<file path="config.mk">
export PLATFORM = sky130hd
export DESIGN_NAME = qos_vc_router
export DESIGN_NICKNAME = d
export VERILOG_FILES = /design/src/rtl/qos_pkg.sv /design/src/rtl/vc_fifo.sv /design/src/rtl/qos_vc_router.sv
export SDC_FILE = /design/constraint.sdc
export NUM_CORES = 1
export LEC_CHECK = 0
export ABC_AREA = 1
export ABC_CLOCK_PERIOD_IN_PS = 4260
export BUFFER_PORTS_ARGS = -buffer_cell sky130_fd_sc_hd__buf_2
export CELL_PAD_IN_SITES_DETAIL_PLACEMENT = 0
export CELL_PAD_IN_SITES_GLOBAL_PLACEMENT = 1
export CORE_ASPECT_RATIO = 1.4
export CORE_MARGIN = 2
export CORE_UTILIZATION = 49
export CTS_BUF_LIST = sky130_fd_sc_hd__clkbuf_16
export DETAILED_ROUTE_END_ITERATION = 8
export PLACE_DENSITY_LB_ADDON = 0.15
export SLEW_MARGIN = 5
export SYNTH_ARGS = -nofsm -noshare
export SYNTH_HDL_FRONTEND = slang
export SYNTH_SLANG_ARGS = --single-unit
</file>
<file path="constraint.sdc">
create_clock -name clk -period 4.26 [get_ports clk]
set_clock_uncertainty 0.1 [all_clocks]
set_input_delay 0.426 -clock clk [delete_from_list [all_inputs] [get_ports clk]]
set_output_delay 0.426 -clock clk [all_outputs]
set_load 0.005 [all_outputs]
</file>
<file path="src/rtl/qos_pkg.sv">
// qos_pkg: shared constants and helpers for the QoS virtual-channel router.
// Holds the default geometry, the arb_mode encoding, the packet field
// position helpers and a constant-evaluable clog2.
package qos_pkg;

  // Ceiling log2, usable in parameter and localparam expressions.
  function automatic int clog2(input int value);
    int r;
    r = 0;
    while ((1 << r) < value) begin
      r = r + 1;
    end
    return r;
  endfunction

  localparam int DEF_BW       = 6;
  localparam int DEF_NUM_VC   = 4;
  localparam int DEF_NUM_DEST = 4;
  localparam int DEF_VC_DEPTH = 16;
  localparam int DEF_WW       = 4;

  // Packet layout: VC id in the top bits, destination right below it.
  function automatic int vc_field_msb(input int bw);
    return bw - 1;
  endfunction

  function automatic int dst_field_msb(input int bw, input int vcw);
    return bw - 1 - vcw;
  endfunction

  typedef enum logic {
    ARB_WRR    = 1'b0,
    ARB_STRICT = 1'b1
  } arb_mode_e;

endpackage

</file>
<file path="src/rtl/vc_fifo.sv">
// vc_fifo: show-ahead synchronous FIFO with occupancy-based status flags.
// Ports:
//   clk, reset                 clock, synchronous active-high reset
//   push, din                  write request and data (dropped when full)
//   pop                        read request (ignored when empty)
//   dout                       head entry, valid whenever empty is low
//   umbral_high, umbral_low    almost-full / almost-empty thresholds
//   empty, almost_full,
//   almost_empty               combinational flags from occupancy
//   overflow                   push attempted while full (this cycle)
module vc_fifo
  import qos_pkg::*;
#(
  parameter int W     = 6,
  parameter int DEPTH = 16,
  parameter int CW    = 5
) (
  input  logic          clk,
  input  logic          reset,
  input  logic          push,
  input  logic [W-1:0]  din,
  input  logic          pop,
  output logic [W-1:0]  dout,
  input  logic [CW-1:0] umbral_high,
  input  logic [CW-1:0] umbral_low,
  output logic          empty,
  output logic          almost_full,
  output logic          almost_empty,
  output logic          overflow
);

  localparam int AW = clog2(DEPTH);

  logic [W-1:0]  mem [DEPTH];
  logic [AW-1:0] wr_ptr;
  logic [AW-1:0] rd_ptr;
  logic [CW-1:0] occ;
  logic          full;
  logic          do_push;
  logic          do_pop;

  function automatic logic [AW-1:0] ptr_inc(input logic [AW-1:0] p);
    return (p == AW'(DEPTH - 1)) ? '0 : p + AW'(1);
  endfunction

  assign full         = (occ == CW'(DEPTH));
  assign empty        = (occ == '0);
  assign almost_full  = (occ >= umbral_high);
  assign almost_empty = (occ <= umbral_low);
  assign do_push      = push & ~full;
  assign do_pop       = pop & ~empty;
  assign overflow     = push & full;
  assign dout         = mem[rd_ptr];

  // Storage carries no reset; only pointers and occupancy define validity.
  always_ff @(posedge clk) begin
    if (do_push) begin
      mem[wr_ptr] <= din;
    end
  end

  // Pointer and occupancy bookkeeping; push+pop together keeps occ steady.
  always_ff @(posedge clk) begin
    if (reset) begin
      wr_ptr <= '0;
      rd_ptr <= '0;
      occ    <= '0;
    end else begin
      if (do_push) wr_ptr <= ptr_inc(wr_ptr);
      if (do_pop)  rd_ptr <= ptr_inc(rd_ptr);
      if (do_push && !do_pop) begin
        occ <= occ + CW'(1);
      end else if (do_pop && !do_push) begin
        occ <= occ - CW'(1);
      end
    end
  end

endmodule

</file>
<file path="src/rtl/qos_vc_router.sv">
// qos_vc_router: routes packets into per-VC FIFOs and arbitrates one pop per
// cycle (weighted round-robin or strict priority) to a registered,
// one-hot-strobed output per destination.
// Ports:
//   clk, reset            clock, synchronous active-high reset
//   in_valid/in_data      packet offer; in_ready when no VC is almost full
//   arb_mode              0 = weighted round-robin, 1 = strict priority
//   vc_weight             per-VC burst weight (0 behaves as 1)
//   umbral_high/low       shared almost-full / almost-empty thresholds
//   dest_almost_full      downstream backpressure per destination
//   out_valid/out_data    registered write strobe and data per destination
//   vc_almost_full/almost_empty/empty   per-VC status flags
//   error_output          sticky write-to-full error
module qos_vc_router
  import qos_pkg::*;
#(
  parameter int BW       = DEF_BW,
  parameter int NUM_VC   = DEF_NUM_VC,
  parameter int NUM_DEST = DEF_NUM_DEST,
  parameter int VC_DEPTH = DEF_VC_DEPTH,
  parameter int WW       = DEF_WW,
  localparam int CW      = clog2(VC_DEPTH) + 1
) (
  input  logic                   clk,
  input  logic                   reset,
  input  logic                   in_valid,
  input  logic [BW-1:0]          in_data,
  output logic                   in_ready,
  input  logic                   arb_mode,
  input  logic [NUM_VC*WW-1:0]   vc_weight,
  input  logic [CW-1:0]          umbral_high,
  input  logic [CW-1:0]          umbral_low,
  input  logic [NUM_DEST-1:0]    dest_almost_full,
  output logic [NUM_DEST-1:0]    out_valid,
  output logic [NUM_DEST*BW-1:0] out_data,
  output logic [NUM_VC-1:0]      vc_almost_full,
  output logic [NUM_VC-1:0]      vc_almost_empty,
  output logic [NUM_VC-1:0]      vc_empty,
  output logic                   error_output
);

  localparam int VCW     = clog2(NUM_VC);
  localparam int DSTW    = clog2(NUM_DEST);
  localparam int VC_MSB  = vc_field_msb(BW);
  localparam int DST_MSB = dst_field_msb(BW, VCW);

  logic [BW-1:0]     head      [NUM_VC];
  logic [DSTW-1:0]   head_dest [NUM_VC];
  logic [WW-1:0]     eff_w     [NUM_VC];
  logic [NUM_VC-1:0] push;
  logic [NUM_VC-1:0] pop;
  logic [NUM_VC-1:0] overflow;
  logic [NUM_VC-1:0] eligible;
  logic [VCW-1:0]    in_vc;
  logic              accept;

  logic [VCW-1:0]    ptr;
  logic [VCW-1:0]    ptr_n;
  logic [WW-1:0]     cred;
  logic [WW-1:0]     cred_n;
  logic [VCW-1:0]    gnt_idx;
  logic              gnt_any;
  logic [BW-1:0]     gnt_data;
  logic [DSTW-1:0]   gnt_dest;

  assign in_ready = ~reset & ~|vc_almost_full;
  assign accept   = in_valid & in_ready;
  assign in_vc    = in_data[VC_MSB -: VCW];

  for (genvar k = 0; k < NUM_VC; k++) begin : g_vc
    assign push[k]      = accept && (in_vc == VCW'(k));
    assign pop[k]       = gnt_any && (gnt_idx == VCW'(k));
    assign head_dest[k] = head[k][DST_MSB -: DSTW];
    assign eligible[k]  = ~vc_empty[k] & ~dest_almost_full[head_dest[k]];
    assign eff_w[k]     = (vc_weight[k*WW +: WW] == '0) ? WW'(1) : vc_weight[k*WW +: WW];

    vc_fifo #(.W(BW), .DEPTH(VC_DEPTH), .CW(CW)) u_fifo (
      .clk          (clk),
      .reset        (reset),
      .push         (push[k]),
      .din          (in_data),
      .pop          (pop[k]),
      .dout         (head[k]),
      .umbral_high  (umbral_high),
      .umbral_low   (umbral_low),
      .empty        (vc_empty[k]),
      .almost_full  (vc_almost_full[k]),
      .almost_empty (vc_almost_empty[k]),
      .overflow     (overflow[k])
    );
  end

  // First eligible VC strictly after 'from' in cyclic order; 'from' itself
  // is reached last, so a lone eligible VC finds itself.
  function automatic logic [VCW-1:0] next_after(input logic [VCW-1:0] from,
                                                input logic [NUM_VC-1:0] el);
    logic [VCW-1:0] idx;
    logic           found;
    next_after = from;
    found      = 1'b0;
    for (int i = 1; i <= NUM_VC; i++) begin
      idx = VCW'((int'(from) + i) % NUM_VC);
      if (!found && el[idx]) begin
        next_after = idx;
        found      = 1'b1;
      end
    end
  endfunction

  // Grant selection. Strict mode leaves ptr/cred untouched so switching
  // back to WRR resumes where it left off.
  always_comb begin
    gnt_any = 1'b0;
    gnt_idx = '0;
    ptr_n   = ptr;
    cred_n  = cred;
    if (|eligible) begin
      gnt_any = 1'b1;
      if (arb_mode_e'(arb_mode) == ARB_STRICT) begin
        for (int k = NUM_VC - 1; k >= 0; k--) begin
          if (eligible[k]) gnt_idx = VCW'(k);
        end
      end else if (eligible[ptr]) begin
        gnt_idx = ptr;
        if (({1'b0, cred} + (WW+1)'(1)) >= {1'b0, eff_w[ptr]}) begin
          cred_n = '0;
          ptr_n  = next_after(ptr, eligible);
        end else begin
          cred_n = cred + WW'(1);
        end
      end else begin
        gnt_idx = next_after(ptr, eligible);
        if (eff_w[gnt_idx] <= WW'(1)) begin
          cred_n = '0;
          ptr_n  = next_after(gnt_idx, eligible);
        end else begin
          cred_n = WW'(1);
          ptr_n  = gnt_idx;
        end
      end
    end
  end

  assign gnt_data = head[gnt_idx];
  assign gnt_dest = head_dest[gnt_idx];

  // Registered output stage plus arbiter state and sticky error.
  always_ff @(posedge clk) begin
    if (reset) begin
      out_valid    <= '0;
      out_data     <= '0;
      ptr          <= '0;
      cred         <= '0;
      error_output <= 1'b0;
    end else begin
      out_valid <= '0;
      if (gnt_any) begin
        out_valid[gnt_dest]                 <= 1'b1;
        out_data[int'(gnt_dest)*BW +: BW]   <= gnt_data;
      end
      ptr  <= ptr_n;
      cred <= cred_n;
      if (|overflow) error_output <= 1'b1;
    end
  end

endmodule

</file>
==> flow_summary_export.csv <==
group,metric,value,unit
hold_path,holdCritStartpoint,"in_data[4]",
sta,worstMarginPinSlew,974,ps
pwr,p_leak,11.0,nW
worst_setup_path,slowest_stage,"dfxtp_1",
detailed_routing,drc,0,
worst_setup_path,required,4650,ps
detailed_routing,drt-total-wl,60600,um
logic_synthesis,syn-cell-area,22500,um2
final_layout,fillCellCount,3830,
logic_synthesis,synth.avg_cell_area,10.2,um2
sta,timing.slew.headroom,0.351,
clocking,cts-root-buf,"clkbuf_16",
logic_synthesis,yosys_most_used_dff,"edfxtp_1",
flow_run,drv_cap,0,
detailed_routing,ant_nets,0,
clocking,cts_buffers,46,
global_routing,grt_pass1_vias,16800,
die,fp.dieW,185,um
sta,setup_total_negative_slack,0,ps
logic_synthesis,syn_inst,2210,
logic_synthesis,yosys-top-cells-area,"edfxtp_1 51%, dfxtp_1 9.1%, nand2_1 8.1%",
pwr,sequentialPowerShare,0.294,
sta,min_period,4000,ps
clocking,clockBufferDepth,3,
pwr,p_total,19.1,mW
clocking,cts_max_level,2,
logic_synthesis,yosys-top-cells-count,"485 x nand2_1, 384 x edfxtp_1, 184 x inv_1",
sta,final-setup-viol-count,0,
worst_setup_path,cp_common_cell,"nand2_2",
detailed_routing,wl_per_cell,19.3,um
global_routing,track_usage,0.254,
logic_synthesis,synth-seq-cells,486,
logic_synthesis,async_reset_ff_frac,0,
final_layout,nets,2624,
worst_setup_path,critical_path.max_stage_delay,450,ps
pwr,clockPowerShare,0.207,
clocking,holdBufCountCts,0,
pwr,p_sw_frac,0.408,
clocking,path_clk_slew,60,ps
hold_path,hold_class,"input pin to flip-flop",
pwr,p_sw,7.79,mW
die,num_rows,92,
global_routing,grt_pass1_wl,92700,um
detailed_routing,num_vias,17000,
sta,drv_slew,0,
logic_synthesis,yosysWarnings,0,
global_routing,grt_antenna_before_repair,0,
global_routing,grt_start_max_net_pins,63,
detailed_routing,drt-vias-per-instance,5.41,
worst_setup_path,cp_max_fo,13,
worst_setup_path,worstPathArrival,4400,ps
logic_synthesis,syn-num-nets,2345,
pwr,p_comb_frac,0.499,
placed_design,port_buffers,81,
final_layout,regArea,13600,um2
pwr,power_density,699,nW/um2
detailed_routing,dr.first_iter.drc_count,1065,
placed_design,place_congestion,0.881,
pwr,ir_worst_vdd,0.546,mV
final_layout,synthToLayoutAreaGrowth,21.5,%
detailed_routing,drtPass1Iterations,6,
sta,fmax,250,MHz
clocking,tritoncts,"built",
worst_setup_path,start_kind,"flip-flop",
die,die_h,258,um
status,outcome,"completed",
sta,hold_viol,0,
logic_synthesis,seq_area_frac_synth,0.603,
worst_setup_path,critPathKind,"flip-flop to flip-flop",
logic_synthesis,synth.distinct_cells,50,
die,floorplan.die_area,47700,um2
sta,post-route-period-util,0.939,
die,io_pins,82,
final_layout,antennaDiodeCount,0,
pwr,intPower,11.3,mW
global_routing,grt_remaining_overflow,0,
sta,rsz0062_at_grt,"true",
logic_synthesis,synth_top_area_share,0.513,
final_layout,multi_input_area,8220,um2
die,start_util,0.497,
clocking,cts_num_sinks,486,
logic_synthesis,yosysMostFrequentCell,"nand2_1",
placed_design,dp_hpwl,42700,um
die,core,45200,um2
logic_synthesis,yosysTopAreaCell,"edfxtp_1",
clocking,clkLatencyLatePin,590,ps
worst_setup_path,critPathCaptureType,"flip-flop",
logic_synthesis,synth-edff-count,384,
final_layout,drive_gt1_frac,0.216,
-- registers in the layout, indices dropped and copies added (netlist names), named ones only --
register and flops:
error_output 1, g_vc.u_fifo.mem 384, out_valid 4, cred 4, ptr 2, out_data 23
g_vc.u_fifo.rd_ptr 16, g_vc.u_fifo.wr_ptr 16, g_vc.u_fifo.occ 20
-- cell type report --
type,instances,share of cell area
clock buffer,47,0.0430
clock inverter,39,0.0109
inverter,202,0.0293
multi-input combinational,1429,0.301
sequential,486,0.497
tap,611,0.0280
timing repair buffer,324,0.0910
-- power groups by stage --
stage | logic, mW | clock network (mW) | registers, mW
after detailed placement | 8.54 | 0 | 5.68
after global routing | 10.5 | 4.20 | 5.64
after floorplan | 5.17 | 0 | 5.65
after CTS | 8.71 | 4.03 | 5.59
final | 9.53 | 3.96 | 5.62
after global placement | 8.45 | 0 | 5.68
-- through the flow --
step                       util  worst slack (ps)  hold WS (ps)  area [um2]  cells
after global placement    0.552             -70.8           330       25000   3036
after detailed placement  0.552             -98.8           347       25000   3036
after global routing      0.604             -84.0           111       27300   3138
final                     0.604               258           137       27300   3138
after floorplan               -               250           341       22500   2210
after CTS                 0.589             0.841           116       26700   3127
-- layer usage --
layer / global-route usage / up-vias / routed length [um]
met2: 0.469 / 359 / 32300
met4: 0.105 / 0 / 2280
met5: 0 / - / 0
met3: 0.0267 / 130 / 1960
met1: 0.298 / 8201 / 24000
li1: - / 8291 / -
-- layout by cell type, fill, tap and decap left out, types with 5 or more instances in the layout --
master,netlist,final
nand2_2,13,24
inv_2,17,12
nand3_2,12,38
nand3_1,183,148
edfxtp_1,384,384
ha_4,0,6
a21oi_1,180,179
inv_1,184,188
ha_1,91,83
buf_2,17,81
xor2_1,7,7
nand2_4,4,12
xnor2_1,5,5
clkinv_1,0,8
buf_4,20,218
o31ai_1,5,5
buf_6,4,9
clkinvlp_4,0,5
o221ai_1,6,6
nor2_1,173,162
nand3_4,0,9
o21ai_1,15,19
a211oi_1,8,5
nand4_1,9,9
nor4_1,8,7
o21a_1,13,13
inv_4,0,7
clkbuf_16,0,49
clkinv_2,0,8
dfxtp_1,102,98
buf_12,0,7
nor2_2,4,12
nand2_1,485,466
o21ai_0,76,70
a21o_1,5,5
nor2_4,2,5
a221oi_1,58,58
nor3_1,26,24
-- worst paths after layout --
path,endpoint,slack [ps],cells after the start
setup / recovery,g_vc[3].u_fifo.occ[4]$_SDFFE_PP0P_,260,31
hold / removal,g_vc[1].u_fifo.mem[1][4]$_DFFE_PP_,140,1
setup reg to reg,g_vc[3].u_fifo.occ[4]$_SDFFE_PP0P_,260,31
hold reg to reg,out_data[14]$_SDFFE_PP0P_,350,2
-- cells by family (layout without fill, tap and decap cells) --
family	Yosys count	after routing	synth area share
AND/OR/NAND/NOR	927	927	0.177
flip-flops	486	486	0.603
AO/OA/AOI/OAI	395	395	0.105
buffers and inverters	295	612	0.0551
adder cells (fa/ha/maj)	95	95	0.0542
XOR/XNOR	12	12	0.00467
-- repair_timing --
item                                    4_1_cts  5_1_grt
pin swaps                                     9       33
gates cloned                                  3        2
endpoints found under the setup margin        9       34
setup buffers                                 2        9
gates resized for setup                      33      133
-- critical path, delay by kind of cell, from the launching register on --
family | cells | cell delay [ps]
DFF | 1 | 450
and+or+nand+nor | 20 | 1880
buffers and inverters | 5 | 640
adders and majority gates | 2 | 530
AOI/OAI and AO/OA | 4 | 300
Note: power is estimated with default switching activity, not from simulation.
